**config.mk**
```make
export PLATFORM = sky130hd
export DESIGN_NAME = decode_operand_latch
export DESIGN_NICKNAME = d
export VERILOG_FILES = /design/src/rtl/decode_operand_latch_pkg.sv /design/src/rtl/operand_bypass_mux.sv /design/src/rtl/decode_operand_latch.sv
export SDC_FILE = /design/constraint.sdc
export NUM_CORES = 1
export LEC_CHECK = 0
export CAP_MARGIN = 10
export CORE_MARGIN = 5
export CORE_UTILIZATION = 25
export CTS_CLUSTER_DIAMETER = 30
export DETAILED_ROUTE_END_ITERATION = 8
export GPL_TIMING_DRIVEN = 0
export PLACE_DENSITY = 0.64
export SLEW_MARGIN = 5
export SYNTH_ARGS = -nofsm -noshare
export SYNTH_HDL_FRONTEND = slang
export SYNTH_SLANG_ARGS = --single-unit
export TNS_END_PERCENT = 50
```
**constraint.sdc**
```tcl
create_clock -name clock -period 5.71 [get_ports clock]
set_input_delay 0.8565 -clock clock [delete_from_list [all_inputs] [get_ports clock]]
set_output_delay 0.8565 -clock clock [all_outputs]
set_load 0.05 [all_outputs]
```
**src/rtl/decode_operand_latch_pkg.sv**
```systemverilog
// rtl/decode_operand_latch_pkg.sv - shared types and constants for the decode/execute operand latch
//
// Purpose : holds the load-use FSM encoding, the bypass flag bit positions,
//           the NOP/bubble word and a small hazard helper shared by the
//           top level and the operand bypass mux.
// Ports   : none (package).
package decode_operand_latch_pkg;

  // Load-use stall sequencer states.
  typedef enum logic [1:0] {
    ST_RUN = 2'd0,
    ST_LU1 = 2'd1,
    ST_LU2 = 2'd2
  } lu_state_e;

  // Bit positions inside the 3-bit bypass match flags.
  localparam int unsigned BYP_DE = 2;  // destination of the D/X instruction
  localparam int unsigned BYP_EM = 1;  // destination of the X/M instruction
  localparam int unsigned BYP_MW = 0;  // destination of the M/W instruction

  // Word loaded into D/X when a bubble is inserted.
  localparam logic [31:0] NOP_WORD = 32'h0000_0000;

  // Saturation ceiling of the stall cycle counter.
  localparam logic [15:0] STALL_MAX = 16'hFFFF;

  // A source only depends on the D/X result when it names a real register
  // (index 0 is hardwired zero and never creates a dependency).
  function automatic logic src_hits_de(input logic [4:0] idx, input logic [2:0] sig);
    return (idx != 5'd0) && sig[BYP_DE];
  endfunction

endpackage

```
**src/rtl/operand_bypass_mux.sv**
```systemverilog
// rtl/operand_bypass_mux.sv - per-side forwarding mux selecting one source operand
//
// Purpose : picks the operand value for one source register of the F/D
//           instruction, honouring forwarding from later pipeline stages.
// Ports   : src_idx    in  5   source register index
//           bypass_sig in  3   match flags (bit2 D/X, bit1 X/M, bit0 M/W)
//           rf_data    in  32  register file read data
//           x_result   in  32  D/X stage result
//           m_result   in  32  X/M stage result
//           w_data     in  32  M/W stage result
//           operand    out 32  selected operand
module operand_bypass_mux
  import decode_operand_latch_pkg::*;
(
  input  logic [4:0]  src_idx,
  input  logic [2:0]  bypass_sig,
  input  logic [31:0] rf_data,
  input  logic [31:0] x_result,
  input  logic [31:0] m_result,
  input  logic [31:0] w_data,
  output logic [31:0] operand
);

  // The youngest producing stage wins; register 0 always reads as zero even
  // if a stale match flag claims otherwise.
  always_comb begin
    operand = rf_data;
    if (src_idx == 5'd0) begin
      operand = 32'h0;
    end else if (bypass_sig[BYP_DE]) begin
      operand = x_result;
    end else if (bypass_sig[BYP_EM]) begin
      operand = m_result;
    end else if (bypass_sig[BYP_MW]) begin
      operand = w_data;
    end
  end

endmodule

```
**src/rtl/decode_operand_latch.sv**
```systemverilog
// rtl/decode_operand_latch.sv - D/X pipeline latch with operand forwarding and load-use stall
//
// Purpose : captures the F/D instruction and its forwarded operands into the
//           D/X register, inserts two extra bubbles after a load-use hazard,
//           freezes while execute is busy and kills F/D on a taken branch.
// Ports   : clock, reset                 in      clock / async active-high reset
//           fd_instruction, fd_valid     in      F/D latch contents
//           fd_reg_S1, fd_reg_S2         in  5   source indices
//           bypass_A_sig, bypass_B_sig   in  3   forwarding match flags
//           rf_data_A, rf_data_B         in  32  register file read data
//           x_result, m_result, w_data   in  32  later-stage results
//           de_is_load, x_busy, flush    in      hazard / freeze / kill controls
//           stall_fd                     out     hold PC and F/D
//           de_instruction, de_operand_A, de_operand_B, de_valid   out  D/X contents
//           stall_cycles                 out 16  saturating stall counter
module decode_operand_latch
  import decode_operand_latch_pkg::*;
(
  input  logic        clock,
  input  logic        reset,
  input  logic [31:0] fd_instruction,
  input  logic        fd_valid,
  input  logic [4:0]  fd_reg_S1,
  input  logic [4:0]  fd_reg_S2,
  input  logic [2:0]  bypass_A_sig,
  input  logic [2:0]  bypass_B_sig,
  input  logic [31:0] rf_data_A,
  input  logic [31:0] rf_data_B,
  input  logic [31:0] x_result,
  input  logic [31:0] m_result,
  input  logic [31:0] w_data,
  input  logic        de_is_load,
  input  logic        x_busy,
  input  logic        flush,
  output logic        stall_fd,
  output logic [31:0] de_instruction,
  output logic [31:0] de_operand_A,
  output logic [31:0] de_operand_B,
  output logic        de_valid,
  output logic [15:0] stall_cycles
);

  lu_state_e   state_q, state_d;
  logic [31:0] instr_q, instr_d;
  logic [31:0] op_a_q, op_a_d;
  logic [31:0] op_b_q, op_b_d;
  logic        valid_q, valid_d;
  logic [15:0] stall_cnt_q, stall_cnt_d;

  logic [31:0] sel_a;
  logic [31:0] sel_b;
  logic        hazard;
  logic        stall_raw;

  operand_bypass_mux u_mux_a (
    .src_idx    (fd_reg_S1),
    .bypass_sig (bypass_A_sig),
    .rf_data    (rf_data_A),
    .x_result   (x_result),
    .m_result   (m_result),
    .w_data     (w_data),
    .operand    (sel_a)
  );

  operand_bypass_mux u_mux_b (
    .src_idx    (fd_reg_S2),
    .bypass_sig (bypass_B_sig),
    .rf_data    (rf_data_B),
    .x_result   (x_result),
    .m_result   (m_result),
    .w_data     (w_data),
    .operand    (sel_b)
  );

  // The load result is only usable once it reaches M/W, so a consumer that
  // matches the D/X destination of a real load must wait.
  assign hazard = fd_valid && valid_q && de_is_load &&
                  (src_hits_de(fd_reg_S1, bypass_A_sig) ||
                   src_hits_de(fd_reg_S2, bypass_B_sig));

  always_comb begin
    state_d   = state_q;
    instr_d   = instr_q;
    op_a_d    = op_a_q;
    op_b_d    = op_b_q;
    valid_d   = valid_q;
    stall_raw = 1'b0;

    if (flush) begin
      // A taken branch kills whatever F/D holds, including a pending
      // load-use sequence, and lets fetch redirect immediately.
      state_d = ST_RUN;
      instr_d = NOP_WORD;
      op_a_d  = 32'h0;
      op_b_d  = 32'h0;
      valid_d = 1'b0;
    end else if (x_busy) begin
      // Execute is frozen: D/X and the sequencer hold, fetch must hold too.
      stall_raw = 1'b1;
    end else begin
      unique case (state_q)
        ST_RUN: begin
          if (hazard) begin
            state_d   = ST_LU1;
            instr_d   = NOP_WORD;
            op_a_d    = 32'h0;
            op_b_d    = 32'h0;
            valid_d   = 1'b0;
            stall_raw = 1'b1;
          end else if (fd_valid) begin
            instr_d = fd_instruction;
            op_a_d  = sel_a;
            op_b_d  = sel_b;
            valid_d = 1'b1;
          end else begin
            instr_d = NOP_WORD;
            op_a_d  = 32'h0;
            op_b_d  = 32'h0;
            valid_d = 1'b0;
          end
        end
        ST_LU1: begin
          state_d   = ST_LU2;
          instr_d   = NOP_WORD;
          op_a_d    = 32'h0;
          op_b_d    = 32'h0;
          valid_d   = 1'b0;
          stall_raw = 1'b1;
        end
        ST_LU2: begin
          state_d   = ST_RUN;
          instr_d   = NOP_WORD;
          op_a_d    = 32'h0;
          op_b_d    = 32'h0;
          valid_d   = 1'b0;
          stall_raw = 1'b1;
        end
        default: begin
          state_d = ST_RUN;
          instr_d = NOP_WORD;
          op_a_d  = 32'h0;
          op_b_d  = 32'h0;
          valid_d = 1'b0;
        end
      endcase
    end
  end

  // Reset masks the stall so fetch is never held while the pipe is cleared.
  assign stall_fd = stall_raw && !reset;

  always_comb begin
    stall_cnt_d = stall_cnt_q;
    if (stall_fd && (stall_cnt_q != STALL_MAX)) begin
      stall_cnt_d = stall_cnt_q + 16'd1;
    end
  end

  always_ff @(posedge clock or posedge reset) begin
    if (reset) begin
      state_q     <= ST_RUN;
      instr_q     <= NOP_WORD;
      op_a_q      <= 32'h0;
      op_b_q      <= 32'h0;
      valid_q     <= 1'b0;
      stall_cnt_q <= 16'h0;
    end else begin
      state_q     <= state_d;
      instr_q     <= instr_d;
      op_a_q      <= op_a_d;
      op_b_q      <= op_b_d;
      valid_q     <= valid_d;
      stall_cnt_q <= stall_cnt_d;
    end
  end

  assign de_instruction = instr_q;
  assign de_operand_A   = op_a_q;
  assign de_operand_B   = op_b_q;
  assign de_valid       = valid_q;
  assign stall_cycles   = stall_cnt_q;

endmodule

```
==> flow_metrics.py <==
metrics = {
    "sta": {
        "final-setup-viol-count": 0,
        "hold_viol_final": 0,
        "rsz0062_at_grt": "false",
        "finalWorstSetupSlack_ps": 1656,
        "maxSlewViolCount": 0,
        "achievable-frequency_mhz": 246.7,
        "fin_crit_sh": 0.7099,
        "final_period_minus_worst_setup_slack_ps": 4054,
        "slew-limit-headroom": 0.3973,
        "clock_skew_ps": 10.75,
        "worst_pin_slew_ps": 904.1,
    },
    "clocking": {
        "cts_resized": 0,
        "cts_setup_buffers": 0,
        "tritoncts": "yes",
        "cts_root_buffer": "sky130_fd_sc_hd__clkbuf_16",
        "clk_latency_ps": 410,
        "clock_tree.buffer_depth": 2,
        "cts_sinks": 115,
        "ctsHtreeMaxLevel": 4,
        "hold_buffers": 0,
        "clkSlewWorstSetupHoldPaths_ps": 60,
        "cts_inserted_buffers": 17,
    },
    "worst_hold_path": {
        "hold_path.class": "reg -> reg",
    },
    "global_routing": {
        "grt_max_degree": 61,
        "grt_antenna_before_repair": 0,
        "globalRouteTotalUtil": 0.1875,
        "gr-total-overflow": 0,
        "grt_first_pass_wirelength_um": 41260,
        "grt_pass1_vias": 7076,
    },
    "setup_path": {
        "critPathMaxFanout": 6,
        "start_kind": "input port",
        "timing.critical_path.required_ps": 4850,
        "critical_path_class": "in -> out",
        "crit_arrival_ps": 3200,
        "crit_path_frequent_cell": "sky130_fd_sc_hd__clkdlybuf4s50_1",
        "critical_path.cell_chain": "clkdlybuf4s50_1, or4_1, o2111ai_1, a31oi_1, o21a_1, clkdlybuf4s50_1",
        "slowest_stage": "sky130_fd_sc_hd__clkdlybuf4s50_1",
        "timing.critical_path.to_type": "output pin",
        "crit_path_max_incr_delay_ps": 730,
    },
    "floorplanning": {
        "i_o_pin_cnt": 328,
        "std_cell_rows": 58,
        "floorplan.die.width_um": 168.5,
        "start_util": 0.2515,
        "area_enclosed_by_the_die_boundary_um2": 28380,
        "die_h_um": 168.5,
        "fp.coreArea_um2": 24960,
    },
    "place": {
        "portBuffers": 323,
        "detailed_place_hpwl_um": 21250,
        "post-place-ws_ps": 1656,
        "placed_cells_incl_taps": 1390,
        "finalWeightedCongestion": 0.8666,
    },
    "synthesis": {
        "avgSynthCellArea_um2": 8.529,
        "synth.top_cells.by_area": "sky130_fd_sc_hd__dfrtp_1 46%, sky130_fd_sc_hd__a21oi_1 10%, sky130_fd_sc_hd__mux2i_1 10%, sky130_fd_sc_hd__nor2_1 8.1%, sky130_fd_sc_hd__o21ai_1 4.8%",
        "synth_area_um2": 6277,
        "synthFlopType": "sky130_fd_sc_hd__dfrtp_1",
        "synthesis.nets": 954,
        "yosys_warnings": 0,
        "synth_seq_cells": 115,
        "synth-edff-count": 0,
        "synthArstFlopShare": 1.000,
        "synth.distinct_cells": 37,
        "syn_inst": 736,
        "yosysTopAreaCellShare": 0.4584,
        "synth_largest_area_cell": "sky130_fd_sc_hd__dfrtp_1",
        "synth_sequential_area_ratio": 0.4584,
    },
    "cells_and_area": {
        "design.final.nets": 1297,
        "signed_area_change_from_the_synthesized_netlist_to_the_final_layout_pct": 68.81,
        "fillCellCount": 2571,
        "finalNonFillerCells": 1422,
        "post_route_cells_drive_above_1_share": 0.04396,
        "antennaDiodeCount": 0,
    },
    "routing": {
        "number_of_detailed_route_iterations_in_the_first_pass": 5,
        "dr_total_vias": 6726,
        "drt_iter0_markers": 366,
        "detail-route-antenna-nets": 0,
        "drt_wl_total_um": 27330,
        "viasPerCell": 4.730,
        "drt-wirelength-per-cell_um": 19.22,
        "route.detailed.drc": 0,
    },
    "job": {
        "max_cap_viol_count": 0,
    },
    "power_and_ir_drop": {
        "vdd_ir_drop_max_mv": 0.1466,
        "p_per_area_nw_per_um2": 261.1,
        "static-leakage-power_nw": 4.483,
    },
    "outcome": {
        "outcome": "finished clean",
    },
}
final cells by class:
cell class                      instances  area, µm²  area share
Buffer                                 57      226.5     0.02137
Clock buffer                           18      439.2     0.04145
Clock inverter                         14      201.4     0.01901
Inverter                                8      35.03    0.003306
Multi-Input combinational cell        556       3143      0.2966
Sequential cell                       115       2878      0.2716
Tap cell                              330      412.9     0.03897
Timing Repair Buffer                  324       3261      0.3077
stage by stage:
stage | hold WS (ps) | utilization | total power, mW | area [µm²] | TNS, ps
after floorplan | 515.9 | - | 1.281 | 6277 | 0
final | 481.9 | 0.4245 | 2.767 | 10600 | 0
after CTS | 488.9 | 0.4245 | 2.813 | 10600 | 0
after global placement | 466.8 | 0.3975 | 1.619 | 9923 | -24340
after global routing | 509.6 | 0.4245 | 2.894 | 10600 | 0
after detailed placement | 475.6 | 0.3988 | 1.627 | 9956 | 0
cells by family after synthesis:
| group | share of synthesized area |
|---|---|
| AOI/OAI and AO/OA | 0.2147 |
| DFF | 0.4584 |
| muxes | 0.1054 |
| xor gates and xnor gates | 0.02093 |
| buffers and inverters | 0.04086 |
| and+or+nand+nor | 0.1517 |
| adders and majority gates | 0.007973 |
path summary, 6_finish.rpt:
kind,startpoint,endpoint,slack [ps],depth (start not counted)
max,fd_reg_S2[0],stall_fd,1660,6
min in group asynchronous,reset,stall_cycles[13],910,2
max in group asynchronous,reset,de_operand_B[16],4110,3
min,de_operand_A[20],de_operand_A[20],480,2
min reg2reg,de_operand_A[20],de_operand_A[20],480,2
max reg2reg,de_valid,de_operand_B[1],3600,6
cells in the mapped netlist (all sizes together) (7+ instances only):
cell / count
mux2i: 65
buf: 28
a22o: 32
o21ai: 68
nor2: 135
dfrtp: 115
nand2: 71
inv: 8
xnor2: 8
a21oi: 130
xor2: 7
clkbuf: 29
critical path, delay by kind of cell:
family	cells	cell delay, ps
AND/OR/NAND/NOR	1	610
buffers and inverters	2	1130
AO/OA/AOI/OAI	3	600
layer usage:
metal	global-route usage	routed length, µm	up-vias
li1	-	-	3263
met3	0.05745	2184	41
met1	0.2294	11330	3148
met5	0	0	-
met4	0.05716	668	0
met2	0.3183	13150	274
flip-flops by register name (all words and copies together), names as in the netlist:
signal,count
de_instruction,32
de_operand_A,32
de_operand_B,32
stall_cycles,16
state_q,2
de_valid,1
power breakdown:
part / internal [mW] / switching [mW]
clock network: 0.748 / 0.412
logic: 0.301 / 0.405
registers: 0.861 / 0.0396
total: 1.91 / 0.857
layout by cell type, fill, tap and decap left out, types with 2 or more instances in the layout:
cell                              Yosys  layout
sky130_fd_sc_hd__a21oi_1            130     130
sky130_fd_sc_hd__inv_1                8       7
sky130_fd_sc_hd__clkbuf_16            0      17
sky130_fd_sc_hd__buf_2               10      10
sky130_fd_sc_hd__clkdlybuf4s50_1      0     323
sky130_fd_sc_hd__o21ai_1             60      60
sky130_fd_sc_hd__o2111ai_1            2       2
sky130_fd_sc_hd__clkinv_4             0       4
sky130_fd_sc_hd__inv_6                0       4
sky130_fd_sc_hd__clkbuf_1            29      29
sky130_fd_sc_hd__clkinvlp_4           0       2
sky130_fd_sc_hd__and3_1               3       3
sky130_fd_sc_hd__nand3_1              4       4
sky130_fd_sc_hd__xnor2_1              8       8
sky130_fd_sc_hd__nand2b_1             3       3
sky130_fd_sc_hd__nand2_1             71      71
sky130_fd_sc_hd__nand4_1              4       4
sky130_fd_sc_hd__nor3_1               4       4
sky130_fd_sc_hd__ha_1                 4       4
sky130_fd_sc_hd__nor2_1             135     135
sky130_fd_sc_hd__buf_1               18      18
sky130_fd_sc_hd__xor2_1               7       7
sky130_fd_sc_hd__mux2i_1             65      65
sky130_fd_sc_hd__a22o_1              32      32
sky130_fd_sc_hd__bufinv_16            0       4
sky130_fd_sc_hd__or4_1                2       2
sky130_fd_sc_hd__dfrtp_1            115     115
sky130_fd_sc_hd__o21ai_0              6       6
sky130_fd_sc_hd__o21ai_2              2       2
(Power assumes the default switching activity.)
